## config.mk

```make
export PLATFORM = sky130hd
export DESIGN_NAME = switch_move_encoder
export DESIGN_NICKNAME = d
export VERILOG_FILES = /design/src/rtl/frogger_pkg.sv /design/src/rtl/switch_debouncer.sv /design/src/rtl/switch_move_encoder.sv
export SDC_FILE = /design/constraint.sdc
export NUM_CORES = 1
export LEC_CHECK = 0
export BUFFER_PORTS_ARGS = -buffer_cell sky130_fd_sc_hd__buf_2
export CORE_ASPECT_RATIO = 0.7
export CORE_UTILIZATION = 60
export DETAILED_ROUTE_END_ITERATION = 8
export PLACE_DENSITY = 0.88
export SETUP_SLACK_MARGIN = 0.5
export SYNTH_ARGS = -nofsm -noshare
export SYNTH_HDL_FRONTEND = slang
export SYNTH_SLANG_ARGS = --single-unit
```

## constraint.sdc

```tcl
create_clock -name clk -period 2.5 [get_ports clk]
set_clock_uncertainty 0.1 [all_clocks]
set_input_delay 0 -clock clk [delete_from_list [all_inputs] [get_ports clk]]
set_output_delay 0 -clock clk [all_outputs]
set_load 0.03 [all_outputs]
```

## src/rtl/frogger_pkg.sv

```systemverilog
// Shared constants for the frog movement path: move directions used by the
// switch encoder, the frog controller and the vga_controller, plus the
// command register state encoding and the direction priority helper.
package frogger_pkg;

  localparam logic [1:0] DIR_UP    = 2'd0;
  localparam logic [1:0] DIR_DOWN  = 2'd1;
  localparam logic [1:0] DIR_LEFT  = 2'd2;
  localparam logic [1:0] DIR_RIGHT = 2'd3;

  typedef enum logic {
    CMD_IDLE = 1'b0,
    CMD_PEND = 1'b1
  } cmd_state_t;

  // Highest-priority set bit wins: bit0 (up) > bit1 (down) > bit2 (left) > bit3 (right).
  // With no bit set the result is DIR_UP; callers qualify it with |req.
  function automatic logic [1:0] prio_dir(input logic [3:0] req);
    logic [1:0] dir;
    dir = DIR_UP;
    if (req[3]) dir = DIR_RIGHT;
    if (req[2]) dir = DIR_LEFT;
    if (req[1]) dir = DIR_DOWN;
    if (req[0]) dir = DIR_UP;
    return dir;
  endfunction

endpackage

```

## src/rtl/switch_debouncer.sv

```systemverilog
// One board switch: two-flop synchroniser, stable-level debounce counter,
// debounced level and a one-cycle rising-edge pulse of that level.
// The synchroniser flops carry no reset so that a switch held through reset
// is already visible downstream and re-debounces immediately.
module switch_debouncer #(
  parameter int DEBOUNCE_CYCLES = 250000,
  parameter int CNT_W           = 23
) (
  input  logic clk,
  input  logic reset,
  input  logic sw_raw,
  output logic pressed,
  output logic rise
);

  logic             sync_p0;
  logic             sync_p1;
  logic [CNT_W-1:0] cnt;
  logic             pressed_q;

  // Two-flop synchroniser for the asynchronous switch input
  always_ff @(posedge clk) begin
    sync_p0 <= sw_raw;
    sync_p1 <= sync_p0;
  end

  // Debounce: count cycles the synchronised level differs, toggle once it has held long enough
  always_ff @(posedge clk) begin
    if (reset) begin
      cnt     <= '0;
      pressed <= 1'b0;
    end else if (sync_p1 == pressed) begin
      cnt <= '0;
    end else if (cnt == CNT_W'(DEBOUNCE_CYCLES - 1)) begin
      cnt     <= '0;
      pressed <= ~pressed;
    end else begin
      cnt <= cnt + CNT_W'(1);
    end
  end

  // Delayed copy of the debounced level for edge detection
  always_ff @(posedge clk) begin
    if (reset) pressed_q <= 1'b0;
    else       pressed_q <= pressed;
  end

  assign rise = pressed & ~pressed_q;

endmodule

```

## src/rtl/switch_move_encoder.sv

```systemverilog
// Turns the four raw board switches into single move commands for the frog
// movement controller on a valid/ready handshake. Simultaneous presses are
// resolved up > down > left > right; one command is held at a time and any
// event arriving while a command is pending is dropped.
// Optional feature: define SWITCH_MOVE_AUTO_REPEAT_EN to emit repeat commands
// while the highest-priority pressed switch stays held.
module switch_move_encoder
  import frogger_pkg::*;
#(
  parameter int DEBOUNCE_CYCLES = 250000,
  parameter int REPEAT_DELAY    = 7500000,
  parameter int REPEAT_PERIOD   = 2500000,
  parameter int CNT_W           = 23
) (
  input  logic       clk,
  input  logic       reset,
  input  logic       switch1,
  input  logic       switch2,
  input  logic       switch3,
  input  logic       switch4,
  output logic       move_valid,
  output logic [1:0] move_dir,
  input  logic       move_ready,
  output logic [3:0] pressed
);

  logic [3:0] sw_raw;
  logic [3:0] rise;
  logic       evt_vld;
  logic [1:0] evt_dir;
  logic       take;
  logic [1:0] dir_q;
  cmd_state_t state_q;
  cmd_state_t state_d;

  assign sw_raw = {switch4, switch3, switch2, switch1};

  for (genvar i = 0; i < 4; i++) begin : g_deb
    switch_debouncer #(
      .DEBOUNCE_CYCLES (DEBOUNCE_CYCLES),
      .CNT_W           (CNT_W)
    ) u_deb (
      .clk     (clk),
      .reset   (reset),
      .sw_raw  (sw_raw[i]),
      .pressed (pressed[i]),
      .rise    (rise[i])
    );
  end

`ifdef SWITCH_MOVE_AUTO_REPEAT_EN
  logic             rep_act;
  logic             rep_first;
  logic [1:0]       rep_dir;
  logic [CNT_W-1:0] rep_cnt;
  logic             rep_held;
  logic             rep_fire;
  logic [1:0]       hp_dir;

  assign hp_dir   = prio_dir(pressed);
  // Repeat only counts for the switch that is still the top-priority one held.
  assign rep_held = (|pressed) && (hp_dir == rep_dir);
  assign rep_fire = rep_act && rep_held &&
                    (rep_first ? (rep_cnt == CNT_W'(REPEAT_PERIOD))
                               : (rep_cnt == CNT_W'(REPEAT_DELAY)));

  // Repeat timer: armed by a rise of the top-priority switch, cleared when that switch stops being it
  always_ff @(posedge clk) begin
    if (reset) begin
      rep_act   <= 1'b0;
      rep_first <= 1'b0;
      rep_dir   <= DIR_UP;
      rep_cnt   <= '0;
    end else if ((|rise) && (prio_dir(rise) == hp_dir)) begin
      rep_act   <= 1'b1;
      rep_first <= 1'b0;
      rep_dir   <= hp_dir;
      rep_cnt   <= CNT_W'(1);
    end else if (rep_act && !rep_held) begin
      rep_act   <= 1'b0;
      rep_first <= 1'b0;
      rep_cnt   <= '0;
    end else if (rep_fire) begin
      rep_first <= 1'b1;
      rep_cnt   <= CNT_W'(1);
    end else if (rep_act) begin
      rep_cnt <= rep_cnt + CNT_W'(1);
    end
  end

  // Event source: a fresh press wins over a repeat in the same cycle
  always_comb begin
    evt_vld = |rise;
    evt_dir = prio_dir(rise);
    if (!(|rise) && rep_fire) begin
      evt_vld = 1'b1;
      evt_dir = rep_dir;
    end
  end
`else
  logic [CNT_W-1:0] unused_rep_cfg;
  assign unused_rep_cfg = CNT_W'(REPEAT_DELAY) ^ CNT_W'(REPEAT_PERIOD);

  // Event source: debounced presses only, highest priority kept
  always_comb begin
    evt_vld = |rise;
    evt_dir = prio_dir(rise);
  end
`endif

  // Command state register
  always_ff @(posedge clk) begin
    if (reset) state_q <= CMD_IDLE;
    else       state_q <= state_d;
  end

  // Next state: accept an event only when idle, release on handshake
  always_comb begin
    state_d = state_q;
    case (state_q)
      CMD_IDLE: if (evt_vld)    state_d = CMD_PEND;
      CMD_PEND: if (move_ready) state_d = CMD_IDLE;
      default:                  state_d = CMD_IDLE;
    endcase
  end

  // Outputs: valid while pending, load strobe for the direction register
  always_comb begin
    move_valid = (state_q == CMD_PEND);
    take       = (state_q == CMD_IDLE) && evt_vld;
  end

  // Direction register: loaded on acceptance, stable while pending
  always_ff @(posedge clk) begin
    if (reset)     dir_q <= DIR_UP;
    else if (take) dir_q <= evt_dir;
  end

  assign move_dir = dir_q;

endmodule

```

Yosys cells after proc, flatten, opt, wreduce, memory -nomap -nowiden
Index checks and enable logic that the tools add are counted.
Widths: inputs -> output; s select.
- $add $sub $neg: 4
- equality and inequality tests: 8
- muxes and demuxes: 7
- bitwise operators: 17
- reductions and logical operators: 10
- operators by type and width (cell ; number):
    $add 23x1->23 const B ; 4
    $eq 23x18->1 const B ; 4
    $not 1->1 ; 13
    $reduce_or 3->1 ; 4
    $mux 2 ; 4
    $reduce_and 2->1 ; 4
    $and 1x1->1 ; 4
    $eq 1x1->1 ; 4
    $reduce_or 4->1 ; 1
    $mux 1 ; 2
    $pmux 1 s2 ; 1
    $logic_and 1x1->1 ; 1
- register bits: 111
- input port bits: 7
- output and inout port bits: 7
- word-level logic and storage cells: 68

Depth between registers and ports, before layout
Gate-level depths: netlist of the first run.
- depth after elaboration: 6
- gate-level depth with buffers: 6
- gate-level depth less buffers: 5

Cells and area by module
A second synthesis of the first run with hierarchy kept.
- cell total of the unflattened synthesis: 535
- area, all modules: 4898.4 um^2
- by module, submodules not included (module ; times used ; cells an instance ; area each (um^2) ; seq. area each (um^2)):
    switch_debouncer ; 4 ; 130 ; 1187.4 ; 540.5
    switch_move_encoder ; 1 ; 15 ; 148.9 ; 60.1

Worst setup path before layout of the first run
OpenSTA, ideal clock, no wires.
- path kind: reg-to-reg
- start point: reg g_deb[3].u_deb.cnt[11]
- end point: reg g_deb[3].u_deb.cnt[20]
- setup time: 125 ps
- arrival time: 1776 ps
- data required time: 2275 ps
- slack: 499 ps
- stages on the path, launching flop included: 6
- path buffers: 1
- period minus slack after synthesis: 2001 ps
- cell sequence: dfxtp_1 -> or4_1 -> or4_1 -> o21ai_2 -> buf_4 -> a21oi_1
- longest elaborated chain between the ends: 2
- elaborated cells on any way between the ends: 3
- classes of those cells: add/sub (1); eq/ne (1); reduce/logical (1)
- ends and longest elaborated chain (what ; RTL line ; source):
    start, declared ; switch_debouncer.sv:18 ; logic [CNT_W-1:0] cnt;
    start signal, assigned ; switch_debouncer.sv:38 ; cnt <= cnt + CNT_W'(1);
    parallel branches: the longest is 2 deep, another holds $add 23x1->23 ; - ;
Parallel ways; which one is timed is not known.
A chain may end at the register's enable or synchronous reset.

Final worst setup path of the first run
- start point: reg g_deb[3].u_deb.cnt[3]
- end point: reg g_deb[3].u_deb.cnt[20]
Same word-level chain as after synthesis.

==> results of run 1 <==
[sequential cells by signal (all words and copies together) (netlist names)]
register and flops:
move_dir 2, g_deb.u_deb.cnt 92, move_valid 1, g_deb.u_deb.pressed 4
g_deb.u_deb.pressed_q 4, g_deb.u_deb.sync_p0 4, g_deb.u_deb.sync_p1 4
[metal layers]
| layer | routed length [um] | vias up | global-route usage, % |
|---|---|---|---|
| met5 | 0 | - | 0 |
| met4 | 349 | 0 | 12.6 |
| met3 | 695 | 39 | 6.55 |
| met2 | 5800 | 155 | 47.0 |
| met1 | 4730 | 2079 | 33.1 |
| li1 | - | 2070 | - |
[worst max-delay path: stages (launching register included)]
cell and delay (ps):
dfxtp_1 430, nand4_1 250, or4_4 630, or4_1 450, a21oi_1 200
[stage by stage]
| stage | hold slack (ps) | setup slack, ps | std cells | area, um2 |
|---|---|---|---|---|
| 2_1_floorplan | -72.3 | 502 | 564 | 4920 |
| 3_3_place_gp | 3.55 | 467 | 660 | 5040 |
| 3_5_place_dp | 4.31 | 363 | 660 | 5040 |
| 4_1_cts | 172 | 455 | 689 | 5540 |
| 5_1_grt | 194 | 307 | 691 | 5670 |
| 6_report | 187 | 354 | 691 | 5670 |
[kinds of logic (layout without fill, tap and decap cells)]
logic type | Yosys count | after routing
AND/OR/NAND/NOR | 268 | 268
buffers and inverters | 41 | 67
XOR/XNOR | 54 | 54
adder cells (fa/ha/maj) | 4 | 4
AO/OA/AOI/OAI | 86 | 86
flip-flops | 111 | 111
[synthesized netlist by cell type, types with 6 or more instances]
library cell	number	share of area, %
dfxtp_1	111	45
inv_1	17	1.3
nand2_1	27	2.1
xnor2_1	29	5.2
nor4_1	11	1.4
or4_1	22	3.4
nand4_1	26	3.3
clkbuf_1	15	1.1
and3_1	6	0.76
or3_1	18	2.3
buf_4	6	0.92
o21ai_0	20	2.0
xor2_1	25	4.5
nand3_1	36	3.7
nor2_1	69	5.3
nor4b_1	6	1.1
nor3_1	10	1.0
and4_1	13	2.3
o31ai_1	14	2.1
a21oi_1	40	4.1
[power by group through the flow]
stage	logic (W)	registers (W)	clock network (W)
floorplan	0.0000392	0.00183	0
global placement	0.0000521	0.00183	0
detailed placement	0.0000553	0.00183	0
CTS	0.0000694	0.00179	0.00156
global route	0.0000845	0.00179	0.00163
finish	0.0000782	0.00179	0.00154
[worst max-delay path by stage]
stage,startpoint,endpoint,cells after the start
floorplan,g_deb[3].u_deb.cnt[11],g_deb[3].u_deb.cnt[20],5
global placement,g_deb[3].u_deb.cnt[0],g_deb[3].u_deb.cnt[20],5
detailed placement,g_deb[1].u_deb.cnt[2],g_deb[1].u_deb.cnt[19],4
CTS,g_deb[3].u_deb.cnt[11],g_deb[3].u_deb.cnt[20],5
global route,g_deb[3].u_deb.cnt[3],g_deb[3].u_deb.cnt[20],4
finish,g_deb[3].u_deb.cnt[3],g_deb[3].u_deb.cnt[20],4
[cell type report]
cell class                      instances  area [um2]
Sequential cell                       111        2260
Timing Repair Buffer                   35         274
Multi-Input combinational cell        412        2620
Clock buffer                           10         239
Fill cell                             596        2240
Tap cell                              101         126
Clock inverter                          5        81.3
Inverter                               17        63.8
[timing repair]
| action | in CTS | in global routing |
|---|---|---|
| setup endpoints to repair | 37 | 71 |
| hold buffers | 7 | 0 |
| setup buffers | 5 | 1 |
| gates cloned | 2 | 1 |
| hold endpoints to repair | 14 | 0 |
| pin swaps | 7 | 7 |
| resized for setup | 21 | 48 |
==> metrics, run 1 <==
core area 7910 um2; Worst setup SP type flop; mux cell area share after synthesis 0%; Crit. End Element flop; yosys warns 0; number of synthesized flops with an enable pin 0; post-synthesis compound-gate area fraction 10.2%; initial antenna violation count 0; hold path endpoint g_deb[1].u_deb.sync_p0; # Max-Cap Violations 0; number of antenna diodes 0; Final GP Congestion 0.905; peak supply drop 525 uV; TritonCTS clock tree built; Synth async-reset ratio 0%; worst flop-to-flop path endpoint g_deb[3].u_deb.cnt[20]; routed wire length 11600 um; layout cells sized above 1 18.5%; Internal Power 0.00271 W; Antenna Nets Post-Route 0; post-synthesis sequential element count 111; io pins 14; final hold viol count 0; nets 597; area growth from synthesis to layout 15.4%; Clock Sinks 111; final core occ 71.7%; detailed-router iteration count before antenna repair 5; worst r2r src g_deb[3].u_deb.cnt[3]; Via density 6.29; Hold Crit Depth 2; pwr dens 601 nW/um2; Rows 27; Synth Area per Inst 8.71 um2; Tot Pwr 0.00340 W; Peak Freq 466 MHz; final setup fails 0; Hold Crit Start switch2; Via Count 4343; drt drc 0; vias in the first global route 4029; RSZ-0062 raised after global routing true; # H-tree levels 3; register area share after synthesis 45.2%; Synth Area in Adders 1.02%; initial core utilization 62.1%; Distinct cells, synth 41; flop2flop setup slack 350 ps; Comb power frac 2.3%; post-synthesis simple-gate area fraction 30.1%; Root Driver clkbuf_16; chip width 110 um; syn_nets 575; Synth Instances 564; critical path data arrival time 2320 ps; All-Layer GR Usage 27.7%; clock buffer depth 2; latest clock arrival within the worst-skew pair 350 ps; Primary FF master, synth dfxtp_1; Total Die Area 8560 um2; min cycle time layout 2150 ps; P_leak 1.78 nW; setup TNS 0 ps; status finished clean; CTS clk-pin slew, worst paths 70 ps; Avg WL per Cell 16.8 um; Final Cycle Share 85.9%; Num CTS Buffers 9; largest net degree at the start of global routing 24; Crit Path Class flop to flop; Slew Viols, Final 0; first-pass GRT wire length 18500 um; most frequent cells in the layout dfxtp_1 (83), nor2_1 (64), a21oi_1 (36), nand3_1 (32), xnor2_1 (29); Max FO, Critical Path 7; most common cell after layout, fill and taps aside dfxtp_1; Clock power frac 45.2%; Switch Pwr 0.000693 W; Slew @ Worst Pin 563 ps; # port buffers 13; Worst Hold Class input pin to flop; largest family of logic cells by synthesized area simple AND/OR/NAND/NOR gates; Req. time, crit path 2670 ps; Synth Area in XOR/XNOR 9.63%; total grt overflow 0; Synth Cell Area 4910 um2; switching part of the total 20.3%; R2R cell count 4; Reg power frac 52.5%; die height 77.7 um; initial drt markers 291; Final HPWL DP 7110 um; Max-slew headroom 62.1%
No activity file was read; power rests on OpenSTA's default activity.
==> inputs of run 2 (changes only) <==
--- a/config.mk
+++ b/config.mk
@@ -8,9 +8,10 @@
 export BUFFER_PORTS_ARGS = -buffer_cell sky130_fd_sc_hd__buf_2
 export CORE_ASPECT_RATIO = 0.7
 export CORE_UTILIZATION = 60
+export CTS_CLUSTER_DIAMETER = 60
 export DETAILED_ROUTE_END_ITERATION = 8
 export PLACE_DENSITY = 0.88
-export SETUP_SLACK_MARGIN = 0.5
+export SETUP_SLACK_MARGIN = 0.05
 export SYNTH_ARGS = -nofsm -noshare
 export SYNTH_HDL_FRONTEND = slang
 export SYNTH_SLANG_ARGS = --single-unit
==> run 2 against run 1 <==
Global-route usage decreased by 2.4 points. Cell count shrank 1.2%. Critical path type unchanged. Critical endpoint is now g_deb[3].u_deb.cnt[22]. Sequential share of layout area increased by 1.0 points. Largest power group unchanged.
==> metrics, run 2 (synthesized netlist as in run 1, its figures left out) <==
Via density 6.06; Root Driver clkbuf_16; setup TNS 0 ps; routed wire length 9950 um; detailed-router iteration count before antenna repair 5; Crit. End Element flop; Antenna Nets Post-Route 0; Crit Path Class flop to flop; io pins 14; Final GP Congestion 0.890; Req. time, crit path 2640 ps; Peak Freq 464 MHz; final hold viol count 0; post-CTS setup buffer count 0; vias in the first global route 3811; Via Count 4138; RSZ-0062 raised after global routing false; number of antenna diodes 0; peak supply drop 526 uV; initial antenna violation count 0; Max-slew headroom 61.9%; CTS clk-pin slew, worst paths 70 ps; final core occ 68.6%; chip width 110 um; # H-tree levels 3; All-Layer GR Usage 25.3%; Hold Buf Count CTS 7; # Max-Cap Violations 0; nets 589; CP most frequent cell or4_1; Final HPWL DP 6810 um; pwr dens 624 nW/um2; largest net degree at the start of global routing 24; Slew @ Worst Pin 567 ps; total grt overflow 0; Cell Chain, Critical Path or4_1 > or4_1 > o21ai_2 > buf_4 > a21oi_1; worst r2r src g_deb[3].u_deb.cnt[11]; min cycle time layout 2150 ps; fill count 633; critical path data arrival time 2290 ps; Hold Crit Start switch3; Worst Hold Class input pin to flop; layout cells sized above 1 8.42%; clock buffer depth 2; Total Die Area 8560 um2; first-pass GRT wire length 17000 um; status finished clean; Slew Viols, Final 0; Clock Sinks 111; core area 7910 um2; Rows 27; Num CTS Buffers 9; latest clock arrival within the worst-skew pair 350 ps; Max FO, Critical Path 11; Avg WL per Cell 14.6 um; TritonCTS clock tree built; critical path launch point g_deb[3].u_deb.cnt[11]; initial drt markers 243; area growth from synthesis to layout 10.4%; final setup fails 0; drt drc 0; initial core utilization 62.1%; Critical Path Slowest Stage Cell or4_1; die height 77.7 um; Largest Register g_deb.u_deb.cnt; Final Cycle Share 86.1%; most frequent cells in the layout dfxtp_1 (111), nor2_1 (69), a21oi_1 (40), nand3_1 (36), xnor2_1 (29); # port buffers 13; most common cell after layout, fill and taps aside dfxtp_1; Worst setup SP type flop; Post-CTS Resized 0; P_leak 1.71 nW; crit-path max cell delay 590 ps; max reg flops 92
run 2: cell count changes in the layout (fill, tap and decap cells not counted), sizes merged:
cell      previous run  this run
buf                 28        20
clkinv               1         3
clkinvlp             1         0
inv                 18        17
run 2: power by group:
part | leakage (nW) | total, W | internal (W) | switching (W)
registers | 0.898 | 0.00179 | 0.00178 | 0.00000925
clock network | 0.159 | 0.00153 | 0.000901 | 0.000630
logic | 0.658 | 0.0000636 | 0.0000265 | 0.0000371
run 2: cell type report:
type	instances	area (um2)	area share (%)
multi-input cells	412	2500	46.1
flip-flops and latches	111	2220	41.0
clock buffers	10	239	4.41
repair buffers	27	188	3.46
well taps	101	126	2.33
clock inverters	5	82.6	1.52
inverters	17	63.8	1.18
run 2: final timing paths:
path,cells after the start,slack (ps),end
hold reg to reg,0,220,g_deb[1].u_deb.sync_p1
setup reg to reg,5,350,g_deb[3].u_deb.cnt[22]
hold / removal,2,180,g_deb[2].u_deb.sync_p0
setup / recovery,5,350,g_deb[3].u_deb.cnt[22]
run 2: worst max-delay path: cells and delay by family (launching register included):
kind	cells	cell delay (ps)
compound gates	2	270
buf+inv	1	220
flops	1	360
simple gates	2	1090
run 2: stage by stage:
step	setup slack, ps	instance area (um2)	hold slack (ps)	cells	total power [W]
floorplan	499	4910	-72.3	564	0.00187
global placement	415	5030	3.87	661	0.00188
detailed placement	362	5030	4.04	661	0.00189
CTS	344	5420	171	683	0.00341
global route	163	5420	174	683	0.00348
finish	347	5420	184	683	0.00338
run 2: routing by layer:
layer | GRT usage (%) | vias to the layer above | wire length [um]
met1 | 32.2 | 1969 | 4570
met2 | 40.8 | 93 | 4720
li1 | - | 2062 | -
met5 | 0 | - | 0
met4 | 8.42 | 0 | 142
met3 | 7.65 | 14 | 508
